`src/rtl/cfg_arb_pkg.sv`:
```
// Shared types and constants for the configuration-memory arbiter.
package cfg_arb_pkg;

    typedef enum logic [1:0] {
        ST_IDLE   = 2'd0,
        ST_ISSUE  = 2'd1,
        ST_RDWAIT = 2'd2,
        ST_RESP   = 2'd3
    } arb_state_t;

    typedef enum logic {
        REQ_WB = 1'b0,
        REQ_LA = 1'b1
    } req_id_t;

    // Read data returned when a request is abandoned for lack of grant.
    localparam logic [31:0] POISON = 32'hDEAD_BEEF;

endpackage

```
`src/rtl/cfg_arb_rr2.sv`:
```
// Two-way round-robin picker between the Wishbone and LA requesters.
// The tie-break pointer only moves when both requesters compete, so the
// first tie after reset always goes to Wishbone.
module cfg_arb_rr2
    import cfg_arb_pkg::*;
(
    input  logic    clk,
    input  logic    rst_n,
    input  logic    i_req_wb,
    input  logic    i_req_la,
    input  logic    i_take,
    output req_id_t o_winner
);

    req_id_t r_last;
    logic    w_tie;

    assign w_tie = i_req_wb & i_req_la;

    // Pick the winner: a lone requester wins, a tie goes to whoever lost last time.
    always_comb begin
        o_winner = REQ_WB;
        if (w_tie)
            o_winner = (r_last == REQ_WB) ? REQ_LA : REQ_WB;
        else if (i_req_la)
            o_winner = REQ_LA;
    end

    // Remember the winner of the most recent tie.
    always_ff @(posedge clk or negedge rst_n) begin
        if (!rst_n)
            r_last <= REQ_LA;
        else if (i_take && w_tie)
            r_last <= o_winner;
    end

endmodule

```
`src/rtl/cfg_mem_arbiter.sv`:
```
// Arbiter sharing one configuration memory between a Wishbone slave port
// and a logic-analyzer debug port.
// Optional feature: define CFG_ARB_TIMEOUT_EN to abort a request that never
// receives mem_gnt_i after TIMEOUT cycles (returns POISON, sets err_o).
//
// state     | meaning
// ----------+--------------------------------------------------------
// ST_IDLE   | waiting for a request; latches the winner's fields
// ST_ISSUE  | mem_req_o high, latched fields stable, waiting for grant
// ST_RDWAIT | read granted; capture mem_dat_i this cycle
// ST_RESP   | one-cycle ack to the winner with captured data
module cfg_mem_arbiter
    import cfg_arb_pkg::*;
#(
    parameter int          ADDR_W   = 10,
    parameter logic [31:0] BASE_ADR = 32'h3000_0000,
    parameter int          TIMEOUT  = 64
) (
    input  logic              wb_clk_i,
    input  logic              wb_rst_n_i,
    input  logic              wbs_cyc_i,
    input  logic              wbs_stb_i,
    input  logic              wbs_we_i,
    input  logic [31:0]       wbs_adr_i,
    input  logic [31:0]       wbs_dat_i,
    input  logic [3:0]        wbs_sel_i,
    output logic              wbs_ack_o,
    output logic [31:0]       wbs_dat_o,
    input  logic              la_req_i,
    input  logic              la_we_i,
    input  logic [ADDR_W-1:0] la_adr_i,
    input  logic [31:0]       la_dat_i,
    output logic              la_ack_o,
    output logic [31:0]       la_dat_o,
    output logic              mem_req_o,
    output logic              mem_we_o,
    output logic [ADDR_W-1:0] mem_adr_o,
    output logic [31:0]       mem_dat_o,
    output logic [3:0]        mem_wmask_o,
    input  logic              mem_gnt_i,
    input  logic [31:0]       mem_dat_i,
    output logic              err_o
);

    logic              r_rst_n_q;
    arb_state_t        r_state;
    arb_state_t        w_state_nxt;
    req_id_t           r_owner;
    req_id_t           w_winner;
    logic              r_we;
    logic [ADDR_W-1:0] r_adr;
    logic [31:0]       r_wdat;
    logic [3:0]        r_mask;
    logic [31:0]       r_wb_dat;
    logic [31:0]       r_la_dat;
    logic              w_wb_req;
    logic              w_take;
    logic              w_enter_resp;
    logic [31:0]       w_resp_data;
    logic              w_unused;
`ifdef CFG_ARB_TIMEOUT_EN
    localparam int CNT_W = (TIMEOUT > 1) ? $clog2(TIMEOUT) : 1;
    logic [CNT_W-1:0]  r_tmo_cnt;
    logic              r_err;
    logic              w_abort;
`endif

    // Byte-lane bits of the Wishbone address are not used for word addressing.
    assign w_unused = &{1'b0, wbs_adr_i[1:0], (TIMEOUT > 0)};

    assign w_wb_req = wbs_cyc_i & wbs_stb_i
                    & (wbs_adr_i[31:ADDR_W+2] == BASE_ADR[31:ADDR_W+2]);

    // Reset asserts asynchronously and releases on the next clock edge.
    always_ff @(posedge wb_clk_i or negedge wb_rst_n_i) begin
        if (!wb_rst_n_i)
            r_rst_n_q <= 1'b0;
        else
            r_rst_n_q <= 1'b1;
    end

    cfg_arb_rr2 u_rr2 (
        .clk      (wb_clk_i),
        .rst_n    (r_rst_n_q),
        .i_req_wb (w_wb_req),
        .i_req_la (la_req_i),
        .i_take   (w_take),
        .o_winner (w_winner)
    );

    // State register.
    always_ff @(posedge wb_clk_i or negedge r_rst_n_q) begin
        if (!r_rst_n_q)
            r_state <= ST_IDLE;
        else
            r_state <= w_state_nxt;
    end

    // Next state, acceptance strobe and the data to return on entering RESP.
    always_comb begin
        w_state_nxt  = r_state;
        w_take       = 1'b0;
        w_enter_resp = 1'b0;
        w_resp_data  = '0;
`ifdef CFG_ARB_TIMEOUT_EN
        w_abort      = 1'b0;
`endif
        case (r_state)
            ST_IDLE: begin
                if (w_wb_req || la_req_i) begin
                    w_take      = 1'b1;
                    w_state_nxt = ST_ISSUE;
                end
            end
            ST_ISSUE: begin
                if (mem_gnt_i) begin
                    if (r_we) begin
                        w_state_nxt  = ST_RESP;
                        w_enter_resp = 1'b1;
                    end else begin
                        w_state_nxt  = ST_RDWAIT;
                    end
                end
`ifdef CFG_ARB_TIMEOUT_EN
                else if (r_tmo_cnt == '0) begin
                    w_state_nxt  = ST_RESP;
                    w_enter_resp = 1'b1;
                    w_resp_data  = POISON;
                    w_abort      = 1'b1;
                end
`endif
            end
            ST_RDWAIT: begin
                w_state_nxt  = ST_RESP;
                w_enter_resp = 1'b1;
                w_resp_data  = mem_dat_i;
            end
            ST_RESP:  w_state_nxt = ST_IDLE;
            default:  w_state_nxt = ST_IDLE;
        endcase
    end

    // Latch the winner's request fields; they stay stable through ISSUE.
    always_ff @(posedge wb_clk_i or negedge r_rst_n_q) begin
        if (!r_rst_n_q) begin
            r_owner <= REQ_WB;
            r_we    <= 1'b0;
            r_adr   <= '0;
            r_wdat  <= '0;
            r_mask  <= '0;
        end else if (w_take) begin
            r_owner <= w_winner;
            if (w_winner == REQ_WB) begin
                r_we   <= wbs_we_i;
                r_adr  <= wbs_adr_i[ADDR_W+1:2];
                r_wdat <= wbs_dat_i;
                r_mask <= wbs_sel_i;
            end else begin
                r_we   <= la_we_i;
                r_adr  <= la_adr_i;
                r_wdat <= la_dat_i;
                r_mask <= 4'hF;
            end
        end
    end

    // Per-requester read data, updated only when that requester is answered.
    always_ff @(posedge wb_clk_i or negedge r_rst_n_q) begin
        if (!r_rst_n_q) begin
            r_wb_dat <= '0;
            r_la_dat <= '0;
        end else if (w_enter_resp) begin
            if (r_owner == REQ_WB)
                r_wb_dat <= w_resp_data;
            else
                r_la_dat <= w_resp_data;
        end
    end

`ifdef CFG_ARB_TIMEOUT_EN
    // Grant-wait down-counter, loaded on acceptance, terminal count at zero.
    always_ff @(posedge wb_clk_i or negedge r_rst_n_q) begin
        if (!r_rst_n_q)
            r_tmo_cnt <= '0;
        else if (w_take)
            r_tmo_cnt <= CNT_W'(TIMEOUT - 1);
        else if (r_state == ST_ISSUE && !mem_gnt_i && r_tmo_cnt != '0)
            r_tmo_cnt <= r_tmo_cnt - 1'b1;
    end

    // Sticky abort flag; only reset clears it.
    always_ff @(posedge wb_clk_i or negedge r_rst_n_q) begin
        if (!r_rst_n_q)
            r_err <= 1'b0;
        else if (w_abort)
            r_err <= 1'b1;
    end

    assign err_o = r_err;
`else
    assign err_o = 1'b0;
`endif

    assign mem_req_o   = (r_state == ST_ISSUE);
    assign mem_we_o    = r_we;
    assign mem_adr_o   = r_adr;
    assign mem_dat_o   = r_wdat;
    assign mem_wmask_o = r_mask;
    assign wbs_ack_o   = (r_state == ST_RESP) && (r_owner == REQ_WB);
    assign la_ack_o    = (r_state == ST_RESP) && (r_owner == REQ_LA);
    assign wbs_dat_o   = r_wb_dat;
    assign la_dat_o    = r_la_dat;

endmodule

```
`config.mk`:
```
export PLATFORM = sky130hd
export DESIGN_NAME = cfg_mem_arbiter
export DESIGN_NICKNAME = d
export VERILOG_FILES = /design/src/rtl/cfg_arb_pkg.sv /design/src/rtl/cfg_arb_rr2.sv /design/src/rtl/cfg_mem_arbiter.sv
export SDC_FILE = /design/constraint.sdc
export NUM_CORES = 1
export LEC_CHECK = 0
export BUFFER_PORTS_ARGS = -buffer_cell sky130_fd_sc_hd__buf_2
export CORE_MARGIN = 2
export CORE_UTILIZATION = 45
export CTS_CLUSTER_SIZE = 28
export DETAILED_ROUTE_END_ITERATION = 16
export PLACE_DENSITY = 0.88
export SLEW_MARGIN = 40
export SYNTH_ARGS = -nofsm -noshare
export SYNTH_HDL_FRONTEND = slang
export SYNTH_SLANG_ARGS = --single-unit
```
`constraint.sdc`:
```
create_clock -name wb_clk_i -period 4.08 [get_ports wb_clk_i]
set_input_delay 0.816 -clock wb_clk_i [delete_from_list [all_inputs] [get_ports wb_clk_i]]
set_output_delay 0.816 -clock wb_clk_i [all_outputs]
set_load 0.01 [all_outputs]
```
# Word-level counts from Yosys, hierarchy flattened
# Cells that the tools add are included.
# totals
regBits	116
word_cells	45
# classes
n_eq_ne	6
n_mux	17
bitwise_logic	4
n_reduce_logical	8
# op_table
cell	n
32-bit 2-to-1 mux	2
20-bit by 18-bit equality test with 1-bit output, second input constant	1
10-bit 2-to-1 mux	1
1-bit 2-to-1 mux	9
2-bit case mux with 4 select lines	1
2-bit AND reduction	3
2-bit equality test, second input constant	2
2-bit 2-to-1 mux	2
4-bit 2-to-1 mux	1
1-bit AND	3
1-bit logical AND	3
2-bit by 1-bit equality test with 1-bit output, second input constant	1
2-bit zero test	1
2-bit by 1-bit != test with 1-bit output, second input constant	1
2-bit != test, second input constant	1
1-bit case mux with 2 select lines	1
1-bit logical OR	1
1-bit inverter	1

# Longest topological paths before layout
# Gate-level depths: netlist of run 1.
# depth
depth_word	6
ltp_mapped	9
depth_no_buf	6

# Hierarchy
# Synthesis of run 1 repeated with hierarchy kept, for this count alone.
# unflattened
cells_unflattened	496
area_unflattened_um2	4982.3
# by_module_without_submodules
mod	n_inst	cells_per_inst	area_per_inst_um2	seq_area_each_um2
cfg_mem_arbiter	1	492	4934.7	2877.8
cfg_arb_rr2	1	4	47.5	26.3

# Worst setup path after synthesis of run 1
# No wires, ideal clock.
# synth_path
kind	input -> register
from	in wbs_adr_i[16]
to	reg r_adr[0] (netlist: mem_adr_o[0])
setup_ns	0.087
arrival_time_ns	2.224
t_required_ns	3.993
slack_ns	1.769
stages	7
n_path_buf	2
path_cell_list	or4_4 nor3_4 and2_1 buf_4 o21ai_4 buf_6 a211oi_2
# synth_between
elab_chain_len	5
# synth_rtl
item	line_no	rtl
start, declared	cfg_mem_arbiter.sv:24	input logic [31:0] wbs_adr_i,
20-bit by 18-bit equality test with 1-bit output *	cfg_mem_arbiter.sv:72	& (wbs_adr_i[31:ADDR_W+2] == BASE_ADR[31:ADDR_W+2]);
1-bit AND *	cfg_mem_arbiter.sv:72	
1-bit AND or 1-bit logical OR (tied branches)	cfg_arb_rr2.sv:18, cfg_mem_arbiter.sv:110	
1-bit 2-to-1 mux, on equally long branches	cfg_arb_rr2.sv:23, cfg_mem_arbiter.sv:110	
10-bit 2-to-1 mux or 1-bit 2-to-1 mux (tied branches)	cfg_mem_arbiter.sv:153, cfg_mem_arbiter.sv:108	
end signal, assigned	cfg_mem_arbiter.sv:155	r_adr <= wbs_adr_i[ADDR_W+1:2];
end signal, assigned	cfg_mem_arbiter.sv:160	r_adr <= la_adr_i;
end, declared	cfg_mem_arbiter.sv:51	logic [ADDR_W-1:0] r_adr;
# Mark *: on every way between the ends. The rest lies on a longest branch, timed or not.
# A chain may end at the register's enable or synchronous reset.

# Worst setup path after layout of run 1
# layout_path
from	in wbs_adr_i[16]
to	reg r_wdat[12] (netlist: mem_dat_o[12])
# layout_between
elab_chain_len	5
# layout_rtl
item	line_no	rtl
20-bit by 18-bit equality test with 1-bit output *	cfg_mem_arbiter.sv:72	
1-bit AND *	cfg_mem_arbiter.sv:72	
1-bit AND or 1-bit logical OR (tied branches)	cfg_arb_rr2.sv:18, cfg_mem_arbiter.sv:110	
1-bit 2-to-1 mux, on equally long branches	cfg_arb_rr2.sv:23, cfg_mem_arbiter.sv:110	
32-bit 2-to-1 mux or 1-bit 2-to-1 mux (tied branches)	cfg_mem_arbiter.sv:153, cfg_mem_arbiter.sv:108	
end signal, assigned	cfg_mem_arbiter.sv:156	r_wdat <= wbs_dat_i;
end signal, assigned	cfg_mem_arbiter.sv:161	r_wdat <= la_dat_i;
end, declared	cfg_mem_arbiter.sv:52	logic [31:0] r_wdat;
# Marked as above.

==> results.md, run 1 <==
* Drt first pass iters at 6
* Critical Path Sink Type: register
* CP arrival at between 2 and 3 ns
* Count of cell types in the netlist at 37
* Critical Path Start Type: input port
* Register clock-pin slew on the reported worst setup and hold paths at approximately 0.05 ns
* Worst slew pin tran at between 0.7 and 0.8 ns
* Die W at approximately 110 µm
* Avg Cell Area, Syn at about 9.7 µm²
* Starting density of the core at 45.9%
* WP buf/inv at 2
* CP max FO at 27
* Post-route DRC at 0
* Worst-Skew Late Latency at 0.40 ns
* DPL Wire Length at 9.60 mm
* RSZ-0062 raised after global routing: no
* Status: finished, final reports clean
* Post-Syn Nets at 691
* Root buf cell: clkbuf_16
* TritonCTS sink count at 116
* Tcrit/Tclk final at 64.5%
* Kind of cell adding the most delay to the critical path: simple AND/OR/NAND/NOR gates
* Cells resized by post-CTS repair at 0
* Most frequent cells in the layout: buf_2 (261), dfrtp_1 (114), nand2_1 (99), nor2_1 (88), o21ai_0 (64)
* Critical path type: input port to register
* Final Power at 5.05 mW
* Cells after DPL at 917
* Sequential area share after synthesis at a little under three fifths
* # IOs at 265
* DR vias at 4,625
* Antenna Cells at 0
* Synthesis-stage register bit count at 116
* Layout cell share with drive strength beyond 1 at between 40 and 50%
* Vias per inst at 4.88
* Pin count of the biggest net entering global routing at 65
* GRT Total Usage at 21.7%
* Final count of pins violating max slew at 0
* Pleak at 3.88 nW
* Most common cell after layout, fill and taps aside: buf_2
* Worst path max stage delay at approximately 0.53 ns
* GPL Wtd Cong at 0.799
* Hold Vio Cnt, Final at 0
* Reg2Reg Depth at 9
* Gate Count Post-Synth at ~540
* Maximum clock insertion buffer count at 2
* Die ar. at between 10,000 and 15,000 µm²
* Rows at 39
* CTS H-Tree Depth at 4
* Area after detailed placement at between 6000 and 7000 µm²
* Post-cts hold buffer count at 0
* Maximum clock frequency at around 380 MHz
* Number of port buffers at 261
* Pwr Density at 698 nW/µm²
* Worst setup margin at roughly 1.4 ns
* Max-cap viol count at 0
* Initial antenna violation count at 0
* Post-Place Setup Slack at 0.994 ns
* Crit-path cells: buf_2, or4_4, nor3_4, and2_1, o21ai_4, buf_4, a211oi_1
* Final setup viols at 0
* Tmin final at 2.63 ns
* Post-layout util at about 64%
* WP data required at 4.39 ns
* GRT overflow at 0
* Die H at around 110 µm
* Layout fillers at 933
* Warnings, synthesis at 0
* Setup TNS at 0 ns
* Worst slew margin at 49.8%
* Routed wire length at between 10 and 15 mm
* Nets at 948
* RR Startpoint: r_state[0]
* Post-DRT Antenna Nets at 0
* Maximum vdd drop at 0.000394 V
* Reg2reg end: la_dat_o[2]
* Post-CTS Setup Repair Bufs at 0
* Worst path slowest cell: or4_4
* Mapped Area at 5190 µm²
* Max Clock Skew at 0.00943 ns
* Post-DR wirelength/cell at ~14 µm
* Final instance area at between 7000 and 8000 µm²
* Non-Filler Instances at 948
* Vias in the first global route at 4,737
* R2R setup slack at 1.79 ns
* DRT iter0 DRCs at ~300
* Hold crit path type: input port to async pin
* Area grow syn2layout at 39.3%
* First-pass GRT wire length at 21.8 mm
* CTS tree: built
* Total core area at between 10,000 and 15,000 µm²
* CTS buffer count at 17
* Hold WS at 0.172 ns
[worst max-delay path by stage]
| stage | from | endpoint | slack, ns | cells past startpoint |
|---|---|---|---|---|
| finish | wbs_adr_i[16] | mem_dat_o[12] | 1.45 | 7 |
| global route | wbs_adr_i[16] | mem_dat_o[16] | 1.31 | 7 |
| CTS | wbs_adr_i[16] | mem_dat_o[16] | 1.42 | 7 |
| detailed placement | wbs_adr_i[16] | mem_dat_o[12] | 0.99 | 7 |
| global placement | wbs_adr_i[16] | mem_dat_o[25] | 1.05 | 7 |
| floorplan | r_rst_n_q | la_dat_o[0] | 0.58 | 0 |
[report_power, final]
part	switching [mW]	total [mW]	internal (mW)
sequential	0.217	1.76	1.55
combinational	0.983	1.74	0.755
clock	0.501	1.55	1.05
[metal layers]
layer  routed length, µm  share of wire (%)  vias up  track usage [%]
met5                   0                  0        -                0
met3                 939                7.1       28             5.72
met2                6510                 49      186             37.2
li1                    -                  -     2275                -
met4                 337                2.6        0             9.47
met1                5410                 41     2136             25.8
[synthesized netlist by cell type]
master     count  area, µm²
inv_1         46        173
ha_1           5       62.6
a211oi_1       4       30.0
a31oi_1        1       6.26
dfrtp_1      115       2880
or3b_2         1       8.76
o21ai_0       64        320
clkbuf_1      22       82.6
o21ai_4        1       16.3
buf_4          3       22.5
xor2_1         1       8.76
nor3_4         1       16.3
a211o_1        1       8.76
nor2b_1        2       12.5
nand3b_1       1       7.51
o221a_2        4       45.0
nor4bb_1       1       10.0
a22oi_1        1       7.51
or2_2          4       25.0
a21oi_1        2       10.0
and4_1         1       8.76
nor4_1         1       6.26
a211oi_2      40        500
and2_1         2       12.5
nor2_1        88        330
buf_2          6       30.0
conb_1         2       7.51
buf_6          4       45.0
o22a_1         4       35.0
or4_4          1       11.3
nand2_1       99        372
o2111ai_1      1       8.76
nor4b_1        2       17.5
nand3_1        2       10.0
mux2_2         1       11.3
dfstp_2        1       26.3
a31o_2         1       8.76
[flip-flops by register name, summed over array words and instances (netlist names)]
| name | count |
|---|---|
| wbs_dat_o | 32 |
| mem_adr_o | 10 |
| u_rr2.r_last | 1 |
| mem_wmask_o | 4 |
| r_rst_n_q | 1 |
| mem_we_o | 1 |
| mem_dat_o | 32 |
| la_dat_o | 32 |
| r_owner | 1 |
| r_state | 2 |
[cell type report]
| cell class | instances | area (µm²) | area share [%] |
|---|---|---|---|
| Timing Repair Buffer | 273 | 1400 | 19.4 |
| Inverter | 46 | 173 | 2.39 |
| Multi-Input combinational cell | 339 | 1960 | 27.0 |
| Sequential cell | 116 | 2910 | 40.2 |
| Tap cell | 143 | 179 | 2.47 |
| Clock buffer | 22 | 464 | 6.42 |
| Clock inverter | 9 | 153 | 2.11 |
[cells by family (layout without fill, tap and decap cells)]
family,count (synthesis),count (layout),synth area share [%]
and+or+nand+nor,206,206,16.3
AOI/OAI and AO/OA,124,124,19.2
DFF,116,116,55.9
buffers and inverters,81,350,6.80
adders and majority gates,5,5,1.20
other,2,2,0.145
xor gates and xnor gates,1,1,0.169
muxes,1,1,0.217
Power figures use the tool's default switching activity.
==> inputs of run 2 (changes only) <==
--- a/config.mk
+++ b/config.mk
@@ -7,10 +7,10 @@
 export LEC_CHECK = 0
 export BUFFER_PORTS_ARGS = -buffer_cell sky130_fd_sc_hd__buf_2
 export CORE_MARGIN = 2
-export CORE_UTILIZATION = 45
+export CORE_UTILIZATION = 41
 export CTS_CLUSTER_SIZE = 28
 export DETAILED_ROUTE_END_ITERATION = 16
-export PLACE_DENSITY = 0.88
+export PLACE_DENSITY = 0.85
 export SLEW_MARGIN = 40
 export SYNTH_ARGS = -nofsm -noshare
 export SYNTH_HDL_FRONTEND = slang
==> constraint.sdc (replaced) <==
create_clock -name wb_clk_i -period 2.4 [get_ports wb_clk_i]
set_input_delay 0.48 -clock wb_clk_i [delete_from_list [all_inputs] [get_ports wb_clk_i]]
set_output_delay 0.48 -clock wb_clk_i [all_outputs]
set_load 0.01 [all_outputs]
==> run 2 against run 1 <==
Compared with the run above:
- hold slack better by 0.15 ns
- clock power up 61%
- critical endpoint is now wbs_dat_o[0]
- largest cell class unchanged
- non-clock buffer count up 6
- highest routed layer unchanged
==> results.md, run 2 (synthesized netlist as in run 1, its figures left out) <==
* Max Clock Skew at 0.00981 ns (+0.000388 ns)
* Number of port buffers at 261 (unchanged)
* Critical Path Sink Type: register
* Routed wire length at 13.6 mm (+2.8%)
* Root buf cell: clkbuf_16
* Hold Vio Cnt, Final at 0 (unchanged)
* Initial antenna violation count at 0 (unchanged)
* Maximum clock frequency at about 490 MHz
* GPL Wtd Cong at 0.773 (-3.3%)
* CP arrival at 2.31 ns (-0.63 ns)
* Post-DRT Antenna Nets at 0 (unchanged)
* Final count of pins violating max slew at 0 (unchanged)
* Most common cell after layout, fill and taps aside: buf_2
* Area grow syn2layout at 41.5%
* Hold crit path type: input port to register
* RSZ-0062 raised after global routing: no
* Post-route DRC at 0 (unchanged)
* Worst slew margin at 56.7% (+6.9 points)
* Post-CTS Setup Repair Bufs at 0 (unchanged)
* Post-Place Setup Slack at 0.0859 ns (-0.908 ns)
* Starting density of the core at 41.7% (-4.2 points)
* Post-cts hold buffer count at 1 (+1)
* Maximum vdd drop at 0.000488 V (+24%)
* Cells resized by post-CTS repair at 0 (unchanged)
* Layout cell share with drive strength beyond 1 at 45.2% (+0.72 points)
* CTS tree: built
* Pin count of the biggest net entering global routing at 50 (-23%)
* CP max FO at 48 (+78%)
* DRT iter0 DRCs at 254 (-16%)
* Hold WS at 0.320 ns (+0.148 ns)
* Vias in the first global route at 4,443 (-6.2%)
* Register clock-pin slew on the reported worst setup and hold paths at 0.06 ns (about the same)
* Cells after DPL at 951 (+3.7%)
* Worst path slowest cell: or3b_2
* Worst path max stage delay at 0.62 ns (+0.09 ns)
* Tcrit/Tclk final at 84.5%
* Pwr Density at 1150 nW/µm² (+65%)
* Crit-path cells: inv_1, ha_1, a31oi_1, or3b_2, buf_12, nand2_1, o21ai_0
* Sequential power share at 35.4% (+0.5 points)
* Highest routed layer: met4
* Pleak at 3.91 nW (+0.75%)
* GRT Total Usage at 20.2% (-1.5 points)
* Comb pwr share at 35.2% (+0.8 points)
* First-pass GRT wire length at 21.1 mm (-3.1%)
* Multi-input combinational cell area at 1950 µm² (-0.13%)
* TritonCTS sink count at 116 (unchanged)
* CTS H-Tree Depth at 4 (unchanged)
* Die H at 117 µm (+4.6%)
* DR vias at 4,672 (+1.0%)
* Total core area at 12,500 µm² (+10%)
* Tmin final at between 2 and 2.5 ns
* Nets at 954 (+0.63%)
* Maximum clock insertion buffer count at 2 (unchanged)
* Clock Power Share at 29.3% (-1.4 points)
* Area after detailed placement at 6750 µm² (+1.9%)
* Die ar. at 13,600 µm² (+9.4%)
* Vias per inst at 4.75 (-2.7%)
* Worst setup margin at 0.372 ns (-1.08 ns)
* Drt first pass iters at 4 (-2)
* Non-Filler Instances at 984 (+3.8%)
* CTS buffer count at 17 (unchanged)
* Setup TNS at 0 ns (unchanged)
* Final setup viols at 0 (unchanged)
* Antenna Cells at 0 (unchanged)
* Critical path type: register to register
* Internal power at 5.50 mW (+64%)
* Final instance area at 7350 µm² (+1.5%)
* WP data required at 2.68 ns (-1.71 ns)
* NetSw at 2.97 mW (+75%)
* Met3 WL at 1.12 mm (+19%)
* # IOs at 265 (unchanged)
* Post-DR wirelength/cell at 13.8 µm (-0.94%)
* Worst slew pin tran at 0.650 ns (-0.103 ns)
* Register Area at 2910 µm² (unchanged)
* Layout fillers at 1,059 (+14%)
* Die W at 117 µm (+4.6%)
* Rows at 41 (+5.1%)
* Most frequent cells in the layout: buf_2 (261), dfrtp_1 (114), nand2_1 (99), nor2_1 (88), o21ai_0 (64)
* Worst-Skew Late Latency at 0.42 ns (+0.02 ns)
* GRT overflow at 0 (unchanged)
* Met1 Routed Length at 5.37 mm (-0.67%)
* Critical Path Start Type: register
* Status: finished, final reports clean
* Switching share of power at 35.1% (+1.4 points)
* Max-cap viol count at 0 (unchanged)
* Met2 WL post-DR at 6.83 mm (+4.9%)
* DPL Wire Length at 10.2 mm (+5.9%)
-- run 2: cell count changes in the layout (fill, tap and decap cells not counted), sizes merged --
cell,change
buf,+5
bufinv,-2
clkbuf,-4
clkinv,+1
clkinvlp,+4
dlygate4sd3,+1
inv,+2
-- run 2: area by class of cell --
type	count	share of cell area (%)
Clock buffer	18	5.98
Clock inverter	14	2.08
Inverter	46	2.35
Multi-Input combinational cell	339	26.6
Sequential cell	116	39.6
Tap cell	172	2.93
Timing Repair Buffer	279	20.5
-- run 2: metrics by stage --
stage,total power [mW],utilization [%]
finish,8.47,58.9
global route,9.06,58.9
CTS,8.58,58.9
detailed placement,6.05,54.1
global placement,5.94,54.1
floorplan,4.82,-
-- run 2: layer usage --
metal / global-route usage [%] / vias up
li1: - / 2289
met2: 34.8 / 192
met1: 23.4 / 2172
met4: 8.24 / 0
met5: 0 / -
met3: 6.38 / 19
-- run 2: critical path, delay by kind of cell (launching register included) --
kind	cells	cell delay [ns]
simple gates	2	0.69
flops	1	0.43
buf+inv	2	0.36
fa+ha+maj	1	0.21
compound gates	2	0.18
-- run 2: path summary, 6_finish.rpt --
check	start	end	slack (ns)	depth (start not counted)
max reg2reg	r_state[1]	wbs_dat_o[0]	0.37	7
min	mem_dat_i[6]	wbs_dat_o[6]	0.32	3
max in group asynchronous	r_rst_n_q	wbs_dat_o[9]	1.29	1
min in group asynchronous	r_rst_n_q	mem_adr_o[9]	0.36	0
min reg2reg	r_rst_n_q	mem_adr_o[9]	0.36	0
max	r_state[1]	wbs_dat_o[0]	0.37	7
-- run 2: power groups by stage --
| stage | registers, mW | clock network [mW] | logic [mW] |
|---|---|---|---|
| 4_1_cts | 3.01 | 2.54 | 3.03 |
| 2_1_floorplan | 3.32 | 0 | 1.50 |
| 5_1_grt | 3.09 | 2.63 | 3.34 |
| 6_report | 3.00 | 2.49 | 2.99 |
| 3_3_place_gp | 3.00 | 0 | 2.94 |
| 3_5_place_dp | 3.03 | 0 | 3.02 |
==> inputs of run 3 (changes only) <==
--- a/config.mk
+++ b/config.mk
@@ -7,10 +7,10 @@
 export LEC_CHECK = 0
 export BUFFER_PORTS_ARGS = -buffer_cell sky130_fd_sc_hd__buf_2
 export CORE_MARGIN = 2
-export CORE_UTILIZATION = 41
+export CORE_UTILIZATION = 45
 export CTS_CLUSTER_SIZE = 28
 export DETAILED_ROUTE_END_ITERATION = 16
-export PLACE_DENSITY = 0.85
+export PLACE_DENSITY = 0.88
 export SLEW_MARGIN = 40
 export SYNTH_ARGS = -nofsm -noshare
 export SYNTH_HDL_FRONTEND = slang
==> constraint.sdc (replaced) <==
create_clock -name wb_clk_i -period 2 [get_ports wb_clk_i]
set_input_delay 0.4 -clock wb_clk_i [delete_from_list [all_inputs] [get_ports wb_clk_i]]
set_output_delay 0.4 -clock wb_clk_i [all_outputs]
set_load 0.01 [all_outputs]
==> run 3 against run 2 <==
Compared with the run above:
- hold slack worse by 0.17 ns
- critical path depth unchanged
- routed wire length grew 0.53%
- sequential share of layout area shrank 0.074 points
- sequential cell count stayed put
- via count is 1.6% higher
- die area decreased by 8.6%
- clock power grew 21%
- core utilization rose by 6.1 points
- final area grew 0.19%
- largest cell class unchanged
- maximum frequency up 7.7%
==> results.md, run 3 (synthesized netlist as in run 1, its figures left out) <==
* Die W at 111 µm (-4.4%)
* Routed wire length at 13.6 mm (+0.53%)
* Layout cell share with drive strength beyond 1 at 45.4% (+0.20 points)
* Worst-Skew Late Latency at 0.40 ns (-0.02 ns)
* # IOs at 265 (unchanged)
* Final count of pins violating max slew at 0 (unchanged)
* Crit path depth at 7 (unchanged)
* Vias per inst at 4.95 (+4.3%)
* WP buf/inv at 2 (unchanged)
* Die H at 111 µm (-4.4%)
* Hold Vio Cnt, Final at 0 (unchanged)
* Tmin final at 1.88 ns (-0.144 ns)
* Crit-path cells: inv_1, ha_1, a31oi_1, or3b_2, buf_12, nand2_1, o21ai_1
* Most common cell after layout, fill and taps aside: buf_2
* Antenna Cells at 0 (unchanged)
* Rows at 39 (-4.9%)
* CTS buffer count at 17 (unchanged)
* Hold crit path type: register to async pin
* Die ar. at 12,400 µm² (-8.6%)
* Post-DRT Antenna Nets at 0 (unchanged)
* Critical Path Start Type: register
* First-pass GRT wire length at 22.4 mm (+6.0%)
* Kind of cell adding the most delay to the critical path: simple AND/OR/NAND/NOR gates
* Maximum clock insertion buffer count at 2 (unchanged)
* CP max FO at 64 (+33%)
* TritonCTS sink count at 116 (unchanged)
* DR vias at 4,746 (+1.6%)
* Post-route DRC at 0 (unchanged)
* Max Clock Skew at 0.0108 ns (+0.000981 ns)
* Maximum vdd drop at 0.000972 V (+99%)
* Worst path max stage delay at 0.48 ns (-0.14 ns)
* Most frequent cells in the layout: buf_2 (261), dfrtp_1 (114), nand2_1 (99), nor2_1 (88), o21ai_0 (62)
* RSZ-0062 raised after global routing: no
* Pleak at 3.94 nW (+0.90%)
* Pin count of the biggest net entering global routing at 65 (+30%)
* Reg2Reg Depth at 7 (unchanged)
* Post-CTS Setup Repair Bufs at 0 (unchanged)
* Register clock-pin slew on the reported worst setup and hold paths at 0.06 ns (about the same)
* CTS H-Tree Depth at 4 (unchanged)
* Worst path slowest cell: or3b_2
* GPL Wtd Cong at 0.821 (+6.2%)
* DRT iter0 DRCs at 297 (+17%)
* Worst setup margin at 0.116 ns (-0.256 ns)
* WP data required at 2.27 ns (-0.41 ns)
* Vias in the first global route at 4,765 (+7.2%)
* Maximum clock frequency at 531 MHz (+7.7%)
* Total core area at 11,300 µm² (-9.2%)
* Number of port buffers at 261 (unchanged)
* GRT Total Usage at 22.4% (+2.2 points)
* Reg2reg end: wbs_dat_o[13]
* Status: finished, final reports clean
* DPL Wire Length at 9.74 mm (-4.2%)
* Area grow syn2layout at 41.8%
* RR Startpoint: r_state[1]
* GRT overflow at 0 (unchanged)
* Post-Place Setup Slack at -0.138 ns (-0.224 ns)
* Critical path type: register to register
* R2R setup slack at 0.12 ns (-0.26 ns)
* Nets at 957 (+0.31%)
* Max-cap viol count at 0 (unchanged)
* Drt first pass iters at 4 (unchanged)
* Initial antenna violation count at 0 (unchanged)
* CTS tree: built
* CP arrival at 2.15 ns (-0.16 ns)
* Tcrit/Tclk final at 94.2% (+9.7 points)
* Starting density of the core at 45.9% (+4.2 points)
* Root buf cell: clkbuf_16
* Critical Path Sink Type: register
* Post-DR wirelength/cell at 14.2 µm (+3.3%)
* Pwr Density at 1390 nW/µm² (+21%)
* Setup TNS at 0 ns (unchanged)
* Final setup viols at 0 (unchanged)
==> run 3: stage by stage <==
stage | instances | hold WS [ns] | util, % | power, mW | instance area, µm²
3_5_place_dp | 925 | 0.142 | 59.7 | 7.29 | 6760
3_3_place_gp | 925 | 0.141 | 59.7 | 7.13 | 6760
4_1_cts | 958 | 0.149 | 65.0 | 10.4 | 7360
6_report | 958 | 0.147 | 65.0 | 10.3 | 7360
2_1_floorplan | 536 | 0.104 | - | 5.78 | 5190
5_1_grt | 958 | 0.155 | 65.0 | 10.9 | 7360
==> run 3: worst max path at each step <==
stage / startpoint / slack [ns] / to
after floorplan: r_state[0] / 0.04 / wbs_dat_o[2]
after global placement: wbs_adr_i[16] / -0.10 / r_state[1]
after detailed placement: wbs_adr_i[16] / -0.14 / mem_dat_o[11]
after CTS: r_state[1] / 0.08 / wbs_dat_o[13]
after global routing: r_state[1] / 0.01 / wbs_dat_o[25]
final: r_state[1] / 0.12 / wbs_dat_o[13]
==> run 3: what timing repair did <==
action / CTS / global route
endpoints found under the setup margin: 0 / 2
hold buffers: 1 / 0
gates resized for setup: 0 / 2
hold endpoints to repair: 1 / 0
==> run 3: area by class of cell <==
type | instances | area, µm²
Fill cell | 906 | 3960
Sequential cell | 116 | 2910
Multi-Input combinational cell | 339 | 1950
Timing Repair Buffer | 282 | 1550
Clock buffer | 17 | 425
Tap cell | 143 | 179
Inverter | 46 | 173
Clock inverter | 15 | 169
==> run 3: metal layers <==
layer,routed length (µm),global-route usage [%]
met1,5500,26.1
met2,7040,40.3
met3,864,5.72
met4,243,7.65
met5,0,0
==> run 3: power breakdown <==
| group | switching, mW | leakage [nW] | internal [mW] | total [mW] |
|---|---|---|---|---|
| clock | 1.15 | 0.289 | 1.87 | 3.02 |
| sequential | 0.442 | 1.43 | 3.15 | 3.59 |
| combinational | 2.05 | 2.22 | 1.60 | 3.64 |
| total | 3.64 | 3.94 | 6.62 | 10.3 |
==> run 3: worst reg2reg max path, delay by kind of cell, from the launching register on <==
| kind | cells | cell delay (ns) |
|---|---|---|
| and+or+nand+nor | 2 | 0.61 |
| buffers and inverters | 2 | 0.33 |
| DFF | 1 | 0.42 |
| AOI/OAI and AO/OA | 2 | 0.19 |
| adders and majority gates | 1 | 0.22 |
